--- src/rtl/rtc_pkg.sv ---
// rtc_pkg -- shared definitions for the RTC bus controller family.
//
// The bus controller, the bus multiplexer and the general FSM all take the
// controller state encoding and the default phase length from here, so that
// the multiplexer can decode the same state values the controller produces.
//
// Contents:
//   T_PHASE_DEF  default clock cycles per bus phase
//   PHASE_W      width of the phase counter (holds T_PHASE-1, T_PHASE <= 255)
//   rtc_state_t  controller state encoding
//   rtc_bus_t    bundle of all controller outputs, used by the output decode
//   BUS_IDLE     output bundle value for a released bus
//   is_timed()   true for the six states that last T_PHASE cycles
//   next_phase() successor in the fixed phase sequence
package rtc_pkg;

  localparam int unsigned T_PHASE_DEF = 4;
  localparam int unsigned PHASE_W     = 8;

  typedef enum logic [2:0] {
    IDLE  = 3'd0,
    A_SET = 3'd1,
    A_STB = 3'd2,
    A_HLD = 3'd3,
    D_SET = 3'd4,
    D_STB = 3'd5,
    D_HLD = 3'd6,
    FIN   = 3'd7
  } rtc_state_t;

  // Field order matches the order the debug/scoreboard views print in.
  typedef struct packed {
    logic cs_n;
    logic ad_n;
    logic rd_n;
    logic wr_n;
    logic benv_adress;
    logic benv_data;
    logic bres_data;
    logic busy;
    logic done;
  } rtc_bus_t;

  localparam rtc_bus_t BUS_IDLE = '{
    cs_n:        1'b1,
    ad_n:        1'b1,
    rd_n:        1'b1,
    wr_n:        1'b1,
    benv_adress: 1'b0,
    benv_data:   1'b0,
    bres_data:   1'b0,
    busy:        1'b0,
    done:        1'b0
  };

  function automatic logic is_timed(input rtc_state_t s);
    return (s != IDLE) && (s != FIN);
  endfunction

  function automatic rtc_state_t next_phase(input rtc_state_t s);
    rtc_state_t n;
    case (s)
      A_SET:   n = A_STB;
      A_STB:   n = A_HLD;
      A_HLD:   n = D_SET;
      D_SET:   n = D_STB;
      D_STB:   n = D_HLD;
      D_HLD:   n = FIN;
      default: n = IDLE;
    endcase
    return n;
  endfunction

endpackage

--- src/rtl/rtc_phase_timer.sv ---
// rtc_phase_timer -- loadable down-counter with terminal-count flag.
//
// Loading N gives N+1 cycles of count until tc is seen high, so the
// controller loads T_PHASE-1 to hold a phase for T_PHASE cycles. The counter
// parks at zero when not reloaded.
//
// Ports:
//   CLK       clock, rising edge
//   RST       asynchronous active-high reset, clears the count
//   load      reload the counter from load_val on this edge
//   load_val  value to reload
//   tc        high while the count is zero (last cycle of the phase)
module rtc_phase_timer #(
  parameter int unsigned W = 8
) (
  input  logic         CLK,
  input  logic         RST,
  input  logic         load,
  input  logic [W-1:0] load_val,
  output logic         tc
);

  logic [W-1:0] count;

  always_ff @(posedge CLK or posedge RST) begin
    if (RST) begin
      count <= '0;
    end else if (load) begin
      count <= load_val;
    end else if (count != '0) begin
      count <= count - 1'b1;
    end
  end

  assign tc = (count == '0);

endmodule

--- src/rtl/rtc_bus_ctrl.sv ---
// rtc_bus_ctrl -- RTC parallel bus transaction controller.
//
// Runs one multiplexed address/data bus cycle per accepted START:
// address setup / strobe / hold, then data setup / strobe / hold, each
// T_PHASE cycles long, followed by a one-cycle FIN that pulses DONE.
//
// Request handshake: START is a level request and BUSY is its inverted
// ready. A request is taken on any rising edge where the controller is in
// IDLE (BUSY low) and START is high; RW is captured on that same edge. START
// seen while BUSY is high is dropped, never queued.
//
// Every output is decoded from the registered state, the latched RW and the
// registered phase counter, so nothing combinational runs from START or RW
// to an output. The current state is visible as the `state` variable.
//
// Ports:
//   CLK          clock, rising edge
//   RST          asynchronous active-high reset, releases the bus at once
//   START        transaction request
//   RW           1 = read, 0 = write; sampled when START is accepted
//   BUSY         transaction in progress (every state except IDLE)
//   DONE         one-cycle completion pulse (FIN)
//   BEnv_Adress  multiplexer: drive address onto the shared bus
//   BEnv_Data    multiplexer: drive write data onto the shared bus
//   BRes_Data    multiplexer: capture read data (last cycle of data strobe)
//   CS_n         RTC chip select, active low
//   AD_n         RTC address/data select, low during the address phases
//   RD_n         RTC read strobe, active low
//   WR_n         RTC write strobe, active low (also the address latch strobe)
module rtc_bus_ctrl
  import rtc_pkg::*;
#(
  parameter int unsigned T_PHASE = T_PHASE_DEF  // legal range 2..255
) (
  input  logic CLK,
  input  logic RST,
  input  logic START,
  input  logic RW,
  output logic BUSY,
  output logic DONE,
  output logic BEnv_Adress,
  output logic BEnv_Data,
  output logic BRes_Data,
  output logic CS_n,
  output logic AD_n,
  output logic RD_n,
  output logic WR_n
);

  localparam logic [PHASE_W-1:0] PHASE_RELOAD = PHASE_W'(T_PHASE - 1);

  rtc_state_t           state;
  rtc_state_t           next_state;
  logic                 rw_q;
  logic                 phase_load;
  logic [PHASE_W-1:0]   phase_val;
  logic                 phase_tc;
  rtc_bus_t             bus;

  // The counter is reloaded on every state change: timed states get
  // T_PHASE-1, FIN/IDLE get zero so the counter rests at zero between
  // transactions.
  rtc_phase_timer #(
    .W (PHASE_W)
  ) u_phase_timer (
    .CLK      (CLK),
    .RST      (RST),
    .load     (phase_load),
    .load_val (phase_val),
    .tc       (phase_tc)
  );

  // State register and RW latch.
  always_ff @(posedge CLK or posedge RST) begin
    if (RST) begin
      state <= IDLE;
      rw_q  <= 1'b0;
    end else begin
      state <= next_state;
      if (state == IDLE && START) begin
        rw_q <= RW;
      end
    end
  end

  // Next-state logic.
  always_comb begin
    next_state = state;
    case (state)
      IDLE: begin
        if (START) begin
          next_state = A_SET;
        end
      end
      FIN: begin
        next_state = IDLE;
      end
      default: begin
        if (phase_tc) begin
          next_state = next_phase(state);
        end
      end
    endcase
    phase_load = (next_state != state);
    phase_val  = is_timed(next_state) ? PHASE_RELOAD : '0;
  end

  // Output decode.
  always_comb begin
    bus = BUS_IDLE;
    case (state)
      A_SET, A_HLD: begin
        bus.cs_n        = 1'b0;
        bus.ad_n        = 1'b0;
        bus.benv_adress = 1'b1;
        bus.busy        = 1'b1;
      end
      A_STB: begin
        // WR_n low while AD_n is low latches the address in the RTC.
        bus.cs_n        = 1'b0;
        bus.ad_n        = 1'b0;
        bus.wr_n        = 1'b0;
        bus.benv_adress = 1'b1;
        bus.busy        = 1'b1;
      end
      D_SET, D_HLD: begin
        bus.cs_n      = 1'b0;
        bus.benv_data = ~rw_q;
        bus.busy      = 1'b1;
      end
      D_STB: begin
        bus.cs_n      = 1'b0;
        bus.wr_n      = rw_q;
        bus.rd_n      = ~rw_q;
        bus.benv_data = ~rw_q;
        // Capture on the final strobe cycle, while RD_n is still low.
        bus.bres_data = rw_q & phase_tc;
        bus.busy      = 1'b1;
      end
      FIN: begin
        bus.busy = 1'b1;
        bus.done = 1'b1;
      end
      default: begin
        bus = BUS_IDLE;
      end
    endcase
  end

  assign CS_n        = bus.cs_n;
  assign AD_n        = bus.ad_n;
  assign RD_n        = bus.rd_n;
  assign WR_n        = bus.wr_n;
  assign BEnv_Adress = bus.benv_adress;
  assign BEnv_Data   = bus.benv_data;
  assign BRes_Data   = bus.bres_data;
  assign BUSY        = bus.busy;
  assign DONE        = bus.done;

endmodule

--- config.mk ---
export PLATFORM = sky130hd
export DESIGN_NAME = rtc_bus_ctrl
export DESIGN_NICKNAME = d
export VERILOG_FILES = /design/src/rtl/rtc_pkg.sv /design/src/rtl/rtc_phase_timer.sv /design/src/rtl/rtc_bus_ctrl.sv
export SDC_FILE = /design/constraint.sdc
export NUM_CORES = 1
export LEC_CHECK = 0
export BUFFER_PORTS_ARGS = -buffer_cell sky130_fd_sc_hd__buf_2
export CAP_MARGIN = 30
export CELL_PAD_IN_SITES_DETAIL_PLACEMENT = 1
export CELL_PAD_IN_SITES_GLOBAL_PLACEMENT = 1
export CORE_MARGIN = 4
export CORE_UTILIZATION = 33
export CTS_CLUSTER_DIAMETER = 200
export CTS_CLUSTER_SIZE = 8
export DETAILED_ROUTE_END_ITERATION = 16
export GPL_ROUTABILITY_DRIVEN = 0
export PLACE_DENSITY = 0.75
export SYNTH_ARGS = -nofsm -noshare
export SYNTH_HDL_FRONTEND = slang
export SYNTH_SLANG_ARGS = --single-unit
export TNS_END_PERCENT = 20
--- constraint.sdc ---
create_clock -name CLK -period 2.46 [get_ports CLK]
set_clock_uncertainty 0.1 [all_clocks]
set_input_delay 0.369 -clock CLK [delete_from_list [all_inputs] [get_ports CLK]]
set_output_delay 0.369 -clock CLK [all_outputs]
set_load 0.02 [all_outputs]
Word level (Yosys, flattened, before mapping) --
Cells that the tools add are included.
Operators by class: reduce and logical (&&, ||, !) cells 11, equality and inequality tests 9, multiplexer cells 16, bitwise gates (word level) 2, add/subtract/negate cells 1
Operators with widths (number):
- $pmux 3 s6 | 1
- $mux 8 | 2
- $eq 3x3->1 const B | 4
- $logic_not 8->1 | 1
- $mux 1 | 8
- $reduce_bool 8->1 | 1
- $sub 8x1->8 const B | 1
- $reduce_or 7->1 | 1
- $eq 3x2->1 const B | 2
- $mux 3 | 2
- $pmux 3 s2 | 1
- $reduce_or 3->1 | 2
- $reduce_or 6->1 | 1
- $eq 3x1->1 const B | 1
- $logic_not 3->1 | 1
- $ne 3x3->1 | 1
- $ne 3x3->1 const B | 1
- $reduce_bool 3->1 | 1
- $logic_and 1x1->1 | 2
- $mux 2 | 1
- $pmux 1 s2 | 1
- $reduce_bool 2->1 | 1
- $and 1x1->1 | 1
- $not 1->1 | 1
Storage, ports and cells: bits in registers 12, input port bits 4, logic and storage cells 42

Longest topological paths before layout --
Gate-level depths: netlist of the first run.
depth in word-level cells 8, gate-level depth with buffers 6, gate-level depth less buffers 6

Cells and area by module --
From an unflattened synthesis of the first run, not the netlist that was laid out.
Unflattened totals: cells, all modules 99, area total of the unflattened synthesis 819.5 µm²
By module, submodules not included:
- rtc_phase_timer | times used 1, seq. area each 200.2 µm², area each 496.7 µm², cells an instance 56
- rtc_bus_ctrl | times used 1, seq. area each 100.1 µm², area each 322.8 µm², cells an instance 43

Worst setup path after synthesis of the first run --
No wires, ideal clock.
path kind register to output, start point register u_phase_timer.count[0], end point output BRes_Data, arrival 1.511 ns, cell stages (with the launch flop) 6, path slack 0.480 ns, cell sequence dfrtp_1 inv_1 ha_1 nor3b_2 nand2_4 nor2_1
Between the ends: longest elaborated chain between the ends 3
RTL lines:
- from (decl) | line rtc_phase_timer.sv:23 | logic [W-1:0] count;
- from (signal assigned) | line rtc_phase_timer.sv:29 | count <= load_val;
- from (signal assigned) | line rtc_phase_timer.sv:31 | count <= count - 1'b1;
- $logic_not 8->1 | line rtc_phase_timer.sv:35 | assign tc = (count == '0);
- $and 1x1->1 | line rtc_bus_ctrl.sv:137 | bus.bres_data = rw_q & phase_tc;
- $mux 1 | line rtc_bus_ctrl.sv:111 | case (state)
- to (decl) | line rtc_bus_ctrl.sv:43 | output logic BRes_Data,
Every way passes these cells.

Worst setup path after layout of the first run --
Ends and elaborated chain as after synthesis.

==> results of run 1 <==
-- layer usage --
layer  part of all wire  wire length, um  GRT usage
met5                  0                0          0
met4              0.012               25    0.05085
met3              0.040               81    0.04138
met2               0.52             1042     0.2475
met1               0.43              874     0.1794
-- worst max path at each step --
stage / from / endpoint / cells after the start
6_report: u_phase_timer.count[0]$_DFFE_PP0P_ / BRes_Data / 6
5_1_grt: u_phase_timer.count[0]$_DFFE_PP0P_ / BRes_Data / 6
4_1_cts: u_phase_timer.count[0]$_DFFE_PP0P_ / BRes_Data / 6
3_5_place_dp: u_phase_timer.count[0]$_DFFE_PP0P_ / BRes_Data / 6
3_3_place_gp: u_phase_timer.count[0]$_DFFE_PP0P_ / BRes_Data / 6
2_1_floorplan: u_phase_timer.count[0]$_DFFE_PP0P_ / BRes_Data / 5
-- flip-flops by register name, indices dropped and copies added, names as in the netlist --
register             count
u_phase_timer.count      8
state                    3
rw_q                     1
-- logic make-up after synthesis --
| group | Yosys count | share of synthesized area |
|---|---|---|
| AOI/OAI and AO/OA | 23 | 0.2160 |
| xor gates and xnor gates | 1 | 0.01120 |
| adders and majority gates | 2 | 0.03199 |
| buffers and inverters | 9 | 0.04320 |
| DFF | 12 | 0.3840 |
| muxes | 3 | 0.04000 |
| and+or+nand+nor | 38 | 0.2736 |
-- placed cells by master, fill, tap and decap left out, types with 2 or more instances in the layout --
master and instances:
a21oi_1 9, o21ai_1 2, mux2i_1 2, buf_2 12, ha_1 2, inv_1 5, nor3_1 2, nand3_1 3
dfrtp_1 12, clkbuf_4 3, nand2_1 8, nor2_1 13
-- power by group through the flow --
stage | Clock, mW | Sequential, mW | Combinational (mW)
after floorplan | 0 | 0.367 | 0.535
after global placement | 0 | 0.428 | 0.635
after detailed placement | 0 | 0.434 | 0.656
after CTS | 0.128 | 0.431 | 0.665
after global routing | 0.141 | 0.459 | 0.751
final | 0.124 | 0.437 | 0.667
-- worst max-delay path, delay by kind of cell (launching register included) --
family | cells | cell delay (ns)
fa+ha+maj | 1 | 0.20
flops | 1 | 0.44
buf+inv | 2 | 0.30
simple gates | 3 | 0.62
-- through the flow --
step                      instance area [um2]  power, mW
after floorplan                         782.0     0.9020
after global placement                  873.3      1.064
after detailed placement                873.3      1.089
after CTS                               895.9      1.223
after global routing                    902.1      1.351
final                                   902.1      1.228
-- area by class of cell --
class / count / area [um2] / area share
flip-flops and latches: 12 / 300.3 / 0.3329
well taps: 28 / 35.03 / 0.03883
clock buffers: 3 / 22.52 / 0.02497
multi-input cells: 67 / 454.2 / 0.5035
inverters: 6 / 22.52 / 0.02497
repair buffers: 13 / 67.56 / 0.07490
-- repair_timing --
item | CTS | global route
endpoints found under the hold margin | 0 | 0
gates resized for setup | 0 | 1
endpoints found under the setup margin | 0 | 1
==> flow_metrics.tcl, run 1 <==
set metrics [dict create \
    required_ns 1.99 \
    r2r_cells 6 \
    status "complete, but fails checks" \
    clk_path_buf_depth 2 \
    synthFlopType "dfrtp_1" \
    syn_nets 94 \
    clkSinkCount 12 \
    postCtsSetupBuffers 0 \
    violations "hold timing" \
    place_inst 126 \
    drt_iter0_markers 13 \
    io_buffers 12 \
    post_drt_via_cell_ratio 5.574 \
    drt_wl_total_um 2023 \
    start_util 0.3501 \
    first_global_vias 755 \
    relSlewSlack 0.6738 \
    drv_cap 0 \
    firstDrtPassIters 6 \
    synth_top_area_share 0.3840 \
    finalNonFillerCells 129 \
    cts_hold_buf 0 \
    hold_path.class "input port to asynchronous set/reset pin" \
    synth_cell_types 38 \
    avgSynthCellArea_um2 8.886 \
    end_kind "output port" \
    drive_gt1_frac 0.2277 \
    fp.dieArea_um2 3213 \
    dpl.hpwl_um 1488 \
    cp_max_fo 8 \
    pre_cts_slack_ns 0.3483 \
    wl_per_cell_um 15.68 \
    max_stage_delay_ns 0.44 \
    core_area_um2 2233 \
    slowest_stage "dfrtp_1" \
    finalSetupTns_ns 0 \
    yosysMostFrequentCell "nor2_1" \
    period_share 0.9380 \
    fillers 275 \
    rrSetupSlack_ns 0.57 \
    drc 0 \
    pwr-share-comb 0.543 \
    ys_ff_latch 12 \
    syn-instance-count 88 \
    finalCriticalPeriod_ns 2.308 \
    setup_viol 0 \
    clockPowerShare 0.101 \
    clk_pin_slew_ns 0.07 \
    cp_cell_sequence "inv_1, ha_1, nor3b_4, nand2_4, nor2_1, buf_2" \
    floorplan.rows 17 \
    antenna_found_initial 0 \
    r2r_start "u_phase_timer.count[0]$_DFFE_PP0P_" \
    switchingPower_uw 611.5 \
    vias 719 \
    grt_pass1_wl_um 3629 \
    peakVddDrop_mv 0.5364 \
    io_pins 13 \
    clock-root-buffer "clkbuf_4" \
    grt_max_degree 13 \
    cts_tree "done" \
    yosysTopAreaCell "dfrtp_1" \
    die_h_um 56.68 \
    crit_arrival_ns 1.84 \
    worstMarginPinSlew_ns 0.4888 \
    finish.utilization 0.4039 \
    die_w_um 56.68 \
    p_seq_frac 0.356 \
    syn_area_um2 782.0 \
    worst_hold_slack_ns -0.002567 \
    syn2layout_area_growth_pct 15.36 \
    power_leakage_nw 0.4218 \
    synth_warnings 0 \
    slew_viol_final 0 \
    fin_ws_ns 0.1525 \
    finalHoldViolCount 6 \
    async_flop_share 1.000 \
    reg2reg_to "u_phase_timer.count[3]$_DFFE_PP0P_" \
    nets 109 \
    p_sw_frac 0.4979 \
    p_int_uw 616.7 \
    antenna_cells 0 \
    fmax_mhz 433.4 \
    cts_buffers 3 \
    grt_overflow 0 \
    worstSkewPairLatency_ns 0.28 \
    cts_max_level 1 \
    track_usage 0.1478 \
    cp-start-kind "register" \
    crit_type "register to output port" \
    synth_common_cells "nor2_1 (13), dfrtp_1 (12), a21oi_1 (9), nand2_1 (8), inv_1 (5)" \
    ant_nets 0 \
    ys_seq_area_frac 0.3840 \
    synth_edf_count 0 \
    rsz0062_at_grt "no" \
    p_per_area_nw_per_um2 1361 \
    synth_area_leaders "dfrtp_1 (38%), nor2_1 (6.2%), a21oi_1 (5.8%), nand2_1 (3.8%), o221ai_4 (3.4%)" \
]
No activity file was read; power rests on OpenSTA's default activity.
==> run 2, diff against run 1 <==
--- a/config.mk
+++ b/config.mk
@@ -18,2 +18,3 @@
 export PLACE_DENSITY = 0.75
+export SKIP_CTS_REPAIR_TIMING = 1
 export SYNTH_ARGS = -nofsm -noshare
--- a/constraint.sdc
+++ b/constraint.sdc
@@ -4,2 +4,2 @@
 set_output_delay 0.369 -clock CLK [all_outputs]
-set_load 0.02 [all_outputs]
+set_load 0.1 [all_outputs]
==> flow_metrics.tcl, run 2 (synthesized netlist as in run 1, its figures left out) <==
set metrics [dict create \
    status "complete, but fails checks" \
    violations "hold timing" \
    layout_common_cells "dfrtp_1 (12), nor2_1 (11), buf_2 (11)" \
    grt_pass1_wl_um 3505 \
    hold_path.class "input port to asynchronous set/reset pin" \
    floorplan.rows 17 \
    slew_viol_final 0 \
    end_kind "output port" \
    start_util 0.3501 \
    post_drt_via_cell_ratio 5.305 \
    clkSinkCount 12 \
    grt_overflow 0 \
    drive_gt1_frac 0.2913 \
    core_area_um2 2233 \
    drt_iter0_markers 9 \
    final_common_cell "dfrtp_1" \
    crit_type "register to output port" \
    largest_register "u_phase_timer.count" \
    relSlewSlack 0.6742 \
    vias 695 \
    finalCriticalPeriod_ns 2.317 \
    ant_nets 0 \
    clk_path_buf_depth 2 \
    wl_per_cell_um 15.64 \
    required_ns 1.99 \
    syn2layout_area_growth_pct 22.08 \
    fmax_mhz 431.6 \
    setup_viol 0 \
    first_global_vias 769 \
    cts_tree "done" \
    fp.dieArea_um2 3213 \
    clock-root-buffer "clkbuf_4" \
    io_buffers 12 \
    period_share 0.9417 \
    worst_hold_slack_ns -0.005889 \
    clk_pin_slew_ns 0.08 \
    largest_registers "u_phase_timer.count x8, state x3, rw_q x1" \
    finalHoldViolCount 12 \
    finalSetupTns_ns 0 \
    fillers 283 \
    dpl.hpwl_um 1588 \
    largest_reg_flops 8 \
    fin_area_um2 954.7 \
    crit_arrival_ns 1.85 \
    rsz0062_at_grt "no" \
    drt_wl_total_um 2049 \
    worstSkewPairLatency_ns 0.27 \
    track_usage 0.1364 \
    worstMarginPinSlew_ns 0.4920 \
    antenna_cells 0 \
    placed_cell_area_um2 910.9 \
    io_pins 13 \
    grt_max_degree 13 \
    drc 0 \
    cp-start-kind "register" \
    cp_max_fo 8 \
    cts_buffers 3 \
    finish.utilization 0.4275 \
    nets 111 \
    die_h_um 56.68 \
    antenna_found_initial 0 \
    die_w_um 56.68 \
    cts_max_level 1 \
    drv_cap 0 \
    firstDrtPassIters 3 \
]
==> run 2: cell count changes in the layout (fill, tap and decap cells not counted), sizes merged <==
cell,change
buf,+2
==> run 2: final cells by class <==
cell class / instances / area [um2] / share of cell area
well taps: 28 / 35.03 / 0.03670
inverters: 6 / 22.52 / 0.02359
multi-input cells: 67 / 476.7 / 0.4993
flip-flops and latches: 12 / 300.3 / 0.3145
repair buffers: 15 / 97.59 / 0.1022
clock buffers: 3 / 22.52 / 0.02359
==> run 2: metrics by stage <==
| step | std cells | hold WS (ns) | worst slack (ns) |
|---|---|---|---|
| floorplan | 88 | 0.1337 | -0.2364 |
| global placement | 126 | 0.3011 | 0.3891 |
| detailed placement | 126 | 0.3094 | 0.2616 |
| CTS | 129 | 0.01153 | -0.04555 |
| global route | 131 | 0.02854 | 0.03723 |
| finish | 131 | -0.005889 | 0.1433 |
==> run 2: path summary, 6_finish.rpt <==
kind / start / to / slack (ns) / cells after the start
max: u_phase_timer.count[0]$_DFFE_PP0P_ / BRes_Data / 0.14 / 6
min: RST / state[0]$_DFF_PP0_ / -0.006 / 2
max reg2reg: u_phase_timer.count[0]$_DFFE_PP0P_ / u_phase_timer.count[3]$_DFFE_PP0P_ / 0.25 / 8
min reg2reg: rw_q$_DFFE_PP0P_ / rw_q$_DFFE_PP0P_ / 0.49 / 1
max in group asynchronous: RST / u_phase_timer.count[3]$_DFFE_PP0P_ / 1.95 / 2
min in group CLK: RW / rw_q$_DFFE_PP0P_ / 0.21 / 2
==> run 2: metal layers <==
metal / GRT usage / wire length, um
met4: 0.03051 / 17
met1: 0.1528 / 925
met5: 0 / 0
met2: 0.2640 / 1089
met3: 0.02069 / 17
==> run 2: critical path: stages (launching register included) <==
cell     delay [ns]
dfrtp_1        0.45
inv_1          0.14
ha_1           0.21
nor3b_4        0.30
nand2_4        0.15
nor2_4         0.13
buf_12         0.18
Power of run 2 is left out: the tool's default activity adds up to more than one toggle a clock period on the data nets, which glitch-free logic cannot reach.
